File: src/rtl/dvs_ravens.sv
// AER (address-event) receiver: 4-phase req/ack handshake, Y/X word decode, one-cycle RAVENS packet out.
// Optional macro DVS_RAVENS_BOUNDS_CHECK_EN suppresses packets for out-of-range coordinates.
`timescale 1ns/1ps

module dvs_ravens #(
  parameter int unsigned DVS_WIDTH_PXLS  = 320,
  parameter int unsigned DVS_HEIGHT_PXLS = 240,
  parameter int unsigned RAVENS_PKT_BITS = 32,
  parameter int unsigned CLK_PERIOD_NS   = 10,
  parameter int unsigned Y_SETTLE_NS     = 50
) (
  input  logic                       clk,
  input  logic                       rst,
  input  logic [9:0]                 aer,
  input  logic                       xsel,
  input  logic                       req,
  output logic                       ack,
  output logic [RAVENS_PKT_BITS-1:0] ravens_pkt
);

  localparam int unsigned SETTLE_RAW    = (Y_SETTLE_NS + CLK_PERIOD_NS - 1) / CLK_PERIOD_NS;
  localparam int unsigned SETTLE_CYCLES = (SETTLE_RAW == 0) ? 1 : SETTLE_RAW;
  localparam int unsigned CNT_W         = $clog2(SETTLE_CYCLES + 1);
  localparam logic [CNT_W-1:0] CNT_LAST = CNT_W'(SETTLE_CYCLES - 1);

  // Coordinates arrive as 9-bit fields and the address lands in bits 12:5.
  generate
    if (DVS_WIDTH_PXLS > 512 || DVS_HEIGHT_PXLS > 512 || RAVENS_PKT_BITS < 13) begin : g_bad_geometry
      $error("dvs_ravens: unsupported geometry or packet width");
    end
  endgenerate

  typedef enum logic [1:0] {IDLE, Y_SETTLE, X_CAPTURE, WAIT_REQ_LOW} state_t;

  state_t                     state_reg, state_next;
  logic                       req_meta_reg, req_sync_reg;
  logic [8:0]                 y_reg, y_next;
  logic [CNT_W-1:0]           settle_cnt_reg, settle_cnt_next;
  logic                       ack_reg, ack_next;
  logic [RAVENS_PKT_BITS-1:0] pkt_reg, pkt_next, pkt_word;
  logic [8:0]                 x_word;
  logic [7:0]                 addr8;
  logic                       in_range;

  assign x_word = aer[9:1];
  // Only the low 8 bits of y*W + x are needed; 18-bit intermediate avoids overflow.
  assign addr8  = 8'(18'(y_reg) * 18'(DVS_WIDTH_PXLS) + 18'(x_word));

`ifdef DVS_RAVENS_BOUNDS_CHECK_EN
  assign in_range = (32'(x_word) < DVS_WIDTH_PXLS) && (32'(y_reg) < DVS_HEIGHT_PXLS);
`else
  assign in_range = 1'b1;
`endif

  always_comb begin
    pkt_word       = '0;
    pkt_word[12:5] = addr8;
  end

  always_ff @(posedge clk or posedge rst) begin
    if (rst) begin
      req_meta_reg   <= 1'b0;
      req_sync_reg   <= 1'b0;
      state_reg      <= IDLE;
      y_reg          <= '0;
      settle_cnt_reg <= '0;
      ack_reg        <= 1'b0;
      pkt_reg        <= '0;
    end else begin
      req_meta_reg   <= req;
      req_sync_reg   <= req_meta_reg;
      state_reg      <= state_next;
      y_reg          <= y_next;
      settle_cnt_reg <= settle_cnt_next;
      ack_reg        <= ack_next;
      pkt_reg        <= pkt_next;
    end
  end

  always_comb begin
    state_next = state_reg;
    case (state_reg)
      IDLE:         if (req_sync_reg) state_next = xsel ? X_CAPTURE : Y_SETTLE;
      Y_SETTLE: begin
        if (!req_sync_reg)                 state_next = IDLE;
        else if (settle_cnt_reg == CNT_LAST) state_next = WAIT_REQ_LOW;
      end
      X_CAPTURE:    state_next = WAIT_REQ_LOW;
      WAIT_REQ_LOW: if (!req_sync_reg) state_next = IDLE;
      default:      state_next = IDLE;
    endcase
  end

  always_comb begin
    y_next          = y_reg;
    settle_cnt_next = '0;
    ack_next        = 1'b0;
    pkt_next        = '0;
    case (state_reg)
      Y_SETTLE: begin
        // A dropped req abandons the word: counter clears, no ack, y unchanged.
        if (req_sync_reg) begin
          if (settle_cnt_reg == CNT_LAST) begin
            y_next   = aer[8:0];
            ack_next = 1'b1;
          end else begin
            settle_cnt_next = settle_cnt_reg + 1'b1;
          end
        end
      end
      X_CAPTURE: begin
        ack_next = 1'b1;
        if (in_range) pkt_next = pkt_word;
      end
      WAIT_REQ_LOW: ack_next = req_sync_reg;
      default: ;
    endcase
  end

  assign ack        = ack_reg;
  assign ravens_pkt = pkt_reg;

endmodule

File: config.mk
export PLATFORM = sky130hd
export DESIGN_NAME = dvs_ravens
export DESIGN_NICKNAME = d
export VERILOG_FILES = /design/src/rtl/dvs_ravens.sv
export SDC_FILE = /design/constraint.sdc
export NUM_CORES = 1
export LEC_CHECK = 0
export ABC_CLOCK_PERIOD_IN_PS = 2500
export CAP_MARGIN = 20
export CORE_ASPECT_RATIO = 0.8
export CORE_UTILIZATION = 35
export CTS_CLUSTER_SIZE = 30
export DETAILED_ROUTE_END_ITERATION = 8
export PLACE_DENSITY = 0.76
export SYNTH_ARGS = -nofsm -noshare
export SYNTH_HDL_FRONTEND = slang
export SYNTH_SLANG_ARGS = --single-unit
export TNS_END_PERCENT = 5
File: constraint.sdc
create_clock -name clk -period 2.5 [get_ports clk]
set_input_delay 0.25 -clock clk [delete_from_list [all_inputs] [get_ports clk]]
set_output_delay 0.25 -clock clk [all_outputs]
set_load 0.01 [all_outputs]
# [Yosys cells after proc, flatten, opt, wreduce, memory -nomap -nowiden]
# Cells that the tools add are included.
[totals] register_bits=49 inputBits=14
[classes] add_sub_neg=2 multipliers=1 n_eq_ne=7 muxes=13 reduce_logical=3
[op_table] op="2-to-1 mux 13 bit" n=1
[op_table] op="2-to-1 mux 2 bit" n=5
[op_table] op="multiplier 9 x 3 -> 2 bit, second input constant" n=1
[op_table] op="2-to-1 mux 3 bit" n=3
[op_table] op="adder 8 bit" n=1
[op_table] op="case mux 2 bit (4 select lines)" n=1
[op_table] op="AND reduction 3 bit" n=2
[op_table] op="equality test 2 bit, second input constant" n=2
[op_table] op="!= test 2 bit, second input constant" n=2
[op_table] op="adder 3 x 1 -> 3 bit, second input constant" n=1
[op_table] op="equality test 3 bit, second input constant" n=1
[op_table] op="!= test 3 bit, second input constant" n=1
[op_table] op="case mux 1 bit (3 select lines)" n=1
[op_table] op="equality test 2 x 1 -> 1 bit, second input constant" n=1
[op_table] op="logical NOT 2 bit" n=1
[op_table] op="2-to-1 mux 1 bit" n=2

# [Logic depth before layout (Yosys ltp)]
# Gate-level depths: netlist of the first run.
[logic_depth] depth_word=4 depth_mapped=5

# [Worst setup path before layout of the first run]
# OpenSTA, ideal clock, no wires.
[synth_path] path_type="register -> register" from="register settle_cnt_reg[0]" to="register y_reg[0]" arrival_time_ns=1.111 setup_slack_ns=1.263 path_stages_with_launch=6 n_path_buf=0 cell_sequence="dfrtp_1 inv_1 ha_1 nand2_1 nor2_4 mux2_4"
[synth_via] elab_chain_cells=2
[synth_lines] item="start: declaration" line_no="38" source="logic [CNT_W-1:0] settle_cnt_reg, settle_cnt_next;"
[synth_lines] item="start signal: assignment" line_no="74" source="settle_cnt_reg <= settle_cnt_next;"
[synth_lines] item="equality test 3 bit" line_no="103" source="if (settle_cnt_reg == CNT_LAST) begin"
[synth_lines] item="AND reduction 3 bit (no source line)"
[synth_lines] item="end signal: assignment" line_no="73" source="y_reg <= y_next;"
[synth_lines] item="end: declaration" line_no="37" source="logic [8:0] y_reg, y_next;"
# No other way between the ends.
# A chain may end at the register's enable or synchronous reset.

# [Worst setup path after layout of the first run]
[layout_path] from="register pkt_reg[8] (netlist: ravens_pkt[8])" to="output port ravens_pkt[8]"
[layout_lines] item="start: declaration" line_no="40" source="logic [RAVENS_PKT_BITS-1:0] pkt_reg, pkt_next, pkt_word;"
[layout_lines] item="start signal: assignment" line_no="76" source="pkt_reg <= pkt_next;"
[layout_lines] item="end: declaration" line_no="18" source="output logic [RAVENS_PKT_BITS-1:0] ravens_pkt"
# No word-level cell between the ends.

==> reports/qor.yml, run 1 <==
status: "completed"
cts_tree: "yes"
synth_edf_count: 0
start_util_pct: 36.9
timing.rr.end: "y_reg[1]"
synthDistinctLibCells: 19
cp_num_buf_inv: 1
design_area_um2: 1100
cp.required_ps: 2250
num-nets-final: 122
peakVddDrop_v: 0.000168
cp-end-kind: "primary output"
drv_cap: 0
fmax_mhz: 696
synth_flop_cell: "dfrtp_1"
worstSetupPathType: "flip-flop to primary output"
die_area_um2: 2790
root_buffer: "clkbuf_4"
fin_setup_tns_ps: 0
cts_resized: 0
p_leak_nw: 0.540
largest_reg_flops: 8
htree_levels: 1
placed_cell_area_um2: 1060
worst-path-stages: 1
grt_pass1_wl_um: 2020
rr_worst_depth: 5
synth_seq_cells: 18
grt_max_degree: 19
final_util_pct: 45.0
synth_most_common_cell: "buf_4"
final.setup.worst_slack_ps: 1060
coreArea_um2: 2440
dp_slack_ps: 1100
hold_class: "primary input to asynchronous set/reset pin"
worstMarginPinSlew_ps: 666
crit_path_start: "ravens_pkt[8]"
maxSlewHeadroom_pct: 55.6
synth_warnings: 0
rows: 16
cts_hold_buf: 0
grt_remaining_overflow: 0
drtPass1Iterations: 4
crit_end: "ravens_pkt[8]"
cts_buffers: 3
synth_commonest_cells: "buf_4 (24), dfrtp_1 (18), and2_1 (8)"
num_vias: 527
reg2reg_slack_ps: 1160
routabilityCongestion: 0.699
io_buffers: 21
die_h_um: 47.4
grt_pass1_vias: 486
io_pins: 47
routed_via_density: 3.76
synth_top_area_share_pct: 49.9
yosysSeqAreaShare_pct: 49.9
hold_slack_ps: 342
ant_nets: 0
wl_um: 1380
grt_usage_pct: 10.2
syn_area_um2: 902
cts_buffer_depth: 2
cts_sinks: 18
drive_gt1_share_pct: 8.65
synthToLayoutAreaGrowth_pct: 21.9
dr.first_iter.drc_count: 25
diodes: 0
drc: 0
drv_slew: 0
p_per_area_nw_per_um2: 721
post-route-min-period_ps: 1440
finalHoldViolCount: 0
wl_per_cell_um: 9.82
async_reset_ff_share_pct: 100
reg2reg_from: "settle_cnt_reg[0]"
synth_area_per_cell_um2: 11.3
dpl.hpwl_um: 1050
cp.arrival_ps: 1190
start_kind: "flip-flop"
netlist_instances: 80
synth_area_leaders: "dfrtp_1 (50%), buf_4 (20%), and2_1 (5.5%)"
worst-path-max-fanout: 1
path_cells: "clkdlybuf4s50_1"
clock_skew_ps: 3.55
clk_pin_slew_worst_paths_ps: 100
crit_path_max_incr_delay_ps: 540
grt_antenna_before_repair: 0
setup_viol: 0
synth_top_area_cell: "dfrtp_1"
clk_latency_ps: 300
rsz0062_at_grt: "no"
critPathTopFamily: "buffers and inverters"
fp.dieW_um: 58.8
min_period_over_period_pct: 57.5
cts_setup_buffers: 0
critPathSlowestCell: "clkdlybuf4s50_1"
per-stage QoR:
| stage | power (mW) | instances |
|---|---|---|
| finish | 0.793 | 140 |
| global route | 0.841 | 140 |
| CTS | 0.807 | 140 |
| detailed placement | 0.624 | 136 |
| global placement | 0.610 | 136 |
| floorplan | 0.533 | 103 |
where the power goes:
group          total [mW]  internal, mW  switching (mW)
clock               0.180        0.0889          0.0907
combinational       0.231         0.126           0.105
sequential          0.382         0.347          0.0351
total               0.793         0.562           0.231
worst reg2reg max path, cell delays in order, from the launching register on:
cell and delay (ps):
dfrtp_1 410, inv_1 60, ha_1 180, nand2_1 140, nor2_4 140, mux2_4 310
layout make-up:
type                    instances  area [um^2]
fillers                       237         1340
flip-flops and latches         18          450
multi-input cells              57          343
repair buffers                 21          210
well taps                      36         45.0
clock buffers                   4         36.3
inverters                       4         15.0
worst min-delay path by stage:
stage	to
after floorplan	ack
after global placement	req_sync_reg
after detailed placement	req_sync_reg
after CTS	ravens_pkt[6]
after global routing	req_sync_reg
final	ravens_pkt[6]
cell families after synthesis:
group | after synthesis | synth area share (%)
AND/OR/NAND/NOR | 19 | 13.7
AO/OA/AOI/OAI | 6 | 3.74
XOR/XNOR | 2 | 1.94
other | 1 | 0.416
adder cells (fa/ha/maj) | 3 | 4.16
multiplexers | 3 | 4.44
flip-flops | 18 | 49.9
buffers and inverters | 28 | 21.6
per-layer routing:
layer / vias up / track usage [%] / wire length, um
met5: - / 0 / 0
met4: 0 / 7.14 / 32
met3: 3 / 2.70 / 109
met2: 31 / 17.5 / 672
met1: 243 / 11.6 / 560
li1: 250 / - / -
cells in the final DEF, fill, tap and decap left out:
| cell type | n |
|---|---|
| o21ai_0 | 4 |
| a21o_2 | 1 |
| clkbuf_4 | 3 |
| mux2i_1 | 1 |
| a21oi_1 | 1 |
| nor2_4 | 1 |
| nor3b_1 | 1 |
| and2_1 | 8 |
| inv_1 | 4 |
| ha_1 | 3 |
| xnor2_1 | 2 |
| and3_1 | 1 |
| clkdlybuf4s50_1 | 21 |
| nor2_1 | 3 |
| nor2b_1 | 1 |
| conb_1 | 24 |
| nand3b_4 | 1 |
| mux2_4 | 2 |
| nand2_1 | 3 |
| dfrtp_1 | 18 |
| clkbuf_8 | 1 |
Note: power is estimated with default switching activity, not from simulation.
==> run 2, diff against run 1 <==
--- a/config.mk
+++ b/config.mk
@@ -5,7 +5,7 @@
 export SDC_FILE = /design/constraint.sdc
 export NUM_CORES = 1
 export LEC_CHECK = 0
-export ABC_CLOCK_PERIOD_IN_PS = 2500
+export ABC_CLOCK_PERIOD_IN_PS = 1500
 export CAP_MARGIN = 20
 export CORE_ASPECT_RATIO = 0.8
 export CORE_UTILIZATION = 35
==> constraint.sdc (replaced) <==
create_clock -name clk -period 1.5 [get_ports clk]
set_input_delay 0.15 -clock clk [delete_from_list [all_inputs] [get_ports clk]]
set_output_delay 0.15 -clock clk [all_outputs]
set_load 0.01 [all_outputs]
==> run 2 against run 1 <==
  * Die area unchanged
  * Sequential share of layout area is 0.28 points lower
  * Power is 67% higher
  * Largest power group unchanged
  * Critical path depth is 4 higher
  * Final cell count is 0.71% higher
  * Global-route usage rose by 1.0 points
  * Critical endpoint is now y_reg[0]
  * Setup slack lost 910 ps
  * Sequential power up 65%
  * Clock-buffer cell count unchanged
==> reports/qor.yml, run 2 (synthesized netlist as in run 1, its figures left out) <==
drv_cap: 0  # unchanged
topRoutingLayerUsed: "met4"
clock_skew_ps: 0.897  # -2.65 ps
cts_buffers: 3  # unchanged
cts_resized: 0  # unchanged
drc: 0  # unchanged
p_comb_share_pct: 29.4  # +0.2 points
worst-path-max-fanout: 4  # +3
cp-end-kind: "flip-flop"
rows: 16  # unchanged
num-nets-final: 123  # +0.82%
cts_setup_buffers: 0  # unchanged
largest_reg_flops: 8  # unchanged
timing.rr.end: "y_reg[0]"
crit_path_start: "settle_cnt_reg[0]"
grt_antenna_before_repair: 0  # unchanged
routabilityCongestion: 0.704  # +0.74%
clk_pin_slew_worst_paths_ps: 100  # about the same
ant_nets: 0  # unchanged
die_h_um: 47.4  # unchanged
io_pins: 47  # unchanged
reg2reg_slack_ps: 150  # -1010 ps
p_seq_share_pct: 47.6  # -0.6 points
wl_um: 1390  # +0.73%
p_per_area_nw_per_um2: 1200  # +66%
switching_share_pct: 29.3  # +0.18 points
p_clk_share_pct: 23.0  # +0.3 points
mostFrequentLayoutCells: "conb_1 (24), clkdlybuf4s50_1 (21), dfrtp_1 (18)"
cts_tree: "yes"
num_vias: 528  # +0.19%
grt_pass1_vias: 484  # -0.41%
fp.dieW_um: 58.8  # unchanged
min_period_over_period_pct: 89.7
grt_pass1_wl_um: 2140  # +5.8%
hold_class: "primary input to asynchronous set/reset pin"
p_leak_nw: 0.545  # +0.89%
grt_usage_pct: 11.3  # +1.0 points
root_buffer: "clkbuf_4"
setup_viol: 0  # unchanged
reg2reg_from: "settle_cnt_reg[0]"
status: "completed"
grt_remaining_overflow: 0  # unchanged
fmax_mhz: 743
cp.required_ps: 1700  # -550 ps
rr_worst_depth: 5  # unchanged
dr_wl_met3_um: 119  # +9.2%
coreArea_um2: 2440  # unchanged
wl_met2_um: 705  # +4.9%
drtPass1Iterations: 2  # -2
start_util_pct: 36.9  # unchanged
cp.arrival_ps: 1540  # +350 ps
netSwitchingPower_uw: 389  # +68%
finalHoldViolCount: 0  # unchanged
die_area_um2: 2790  # unchanged
worstSetupPathType: "flip-flop to flip-flop"
post-route-min-period_ps: 1350
routed_via_density: 3.74  # -0.52%
cts_buffer_depth: 2  # unchanged
start_kind: "flip-flop"
synthToLayoutAreaGrowth_pct: 22.7
rsz0062_at_grt: "no"
htree_levels: 1  # unchanged
drive_gt1_share_pct: 9.52  # +0.87 points
diodes: 0  # unchanged
wl_met1_um: 532  # -5.0%
dpl.hpwl_um: 1050  # -0.10%
drv_slew: 0  # unchanged
internal_power_uw: 937  # +67%
clk_latency_ps: 300  # about the same
dr.first_iter.drc_count: 5  # -80%
io_buffers: 21  # unchanged
wl_per_cell_um: 9.82  # about the same
final_common_cell: "conb_1"
cts_hold_buf: 0  # unchanged
power_mw: 1.33  # +67%
fin_setup_tns_ps: 0  # unchanged
cts_sinks: 18  # unchanged
grt_max_degree: 19  # unchanged
peakVddDrop_v: 0.000272  # +62%
run 2: changes by cell type in the layout (fill, tap and decap cells not counted), sizes merged:
cell	delta
buf	+1
run 2: layout make-up:
| type | count | area (um^2) |
|---|---|---|
| well taps | 36 | 45.0 |
| repair buffers | 22 | 218 |
| fillers | 248 | 1340 |
| flip-flops and latches | 18 | 450 |
| inverters | 4 | 15.0 |
| multi-input cells | 57 | 343 |
| clock buffers | 4 | 36.3 |
run 2: worst max-delay path: stages (launching register included):
cell and delay, ps:
dfrtp_1 410, inv_1 70, ha_1 180, nand2_1 140, nor2_4 140, mux2_4 300
run 2: power groups by stage:
stage	logic (mW)	clock network (mW)	registers (mW)
3_5_place_dp	0.392	0	0.644
2_1_floorplan	0.221	0	0.668
3_3_place_gp	0.381	0	0.638
5_1_grt	0.434	0.326	0.648
4_1_cts	0.394	0.317	0.634
6_report	0.390	0.305	0.632
run 2: layer usage:
layer | GRT usage (%) | vias to the layer above
li1 | - | 250
met1 | 12.0 | 242
met2 | 19.3 | 34
met3 | 3.78 | 2
met4 | 8.57 | 0
met5 | 0 | -
run 2: per-stage QoR:
stage                     hold WS, ps  util (%)  std cells  cell area [um^2]  worst slack [ps]
after floorplan                  88.6         -        103               988               263
after global placement            336      43.9        137              1070               194
after detailed placement          340      43.9        137              1070               164
after CTS                         150      45.3        141              1110               150
after global routing              167      45.3        141              1110              35.7
final                             148      45.3        141              1110               154
run 2: worst max-delay path by stage:
stage	to	slack, ps
6_report	y_reg[0]	150
5_1_grt	y_reg[0]	40
4_1_cts	ravens_pkt[10]	150
3_5_place_dp	ravens_pkt[12]	160
3_3_place_gp	y_reg[0]	190
2_1_floorplan	y_reg[0]	260
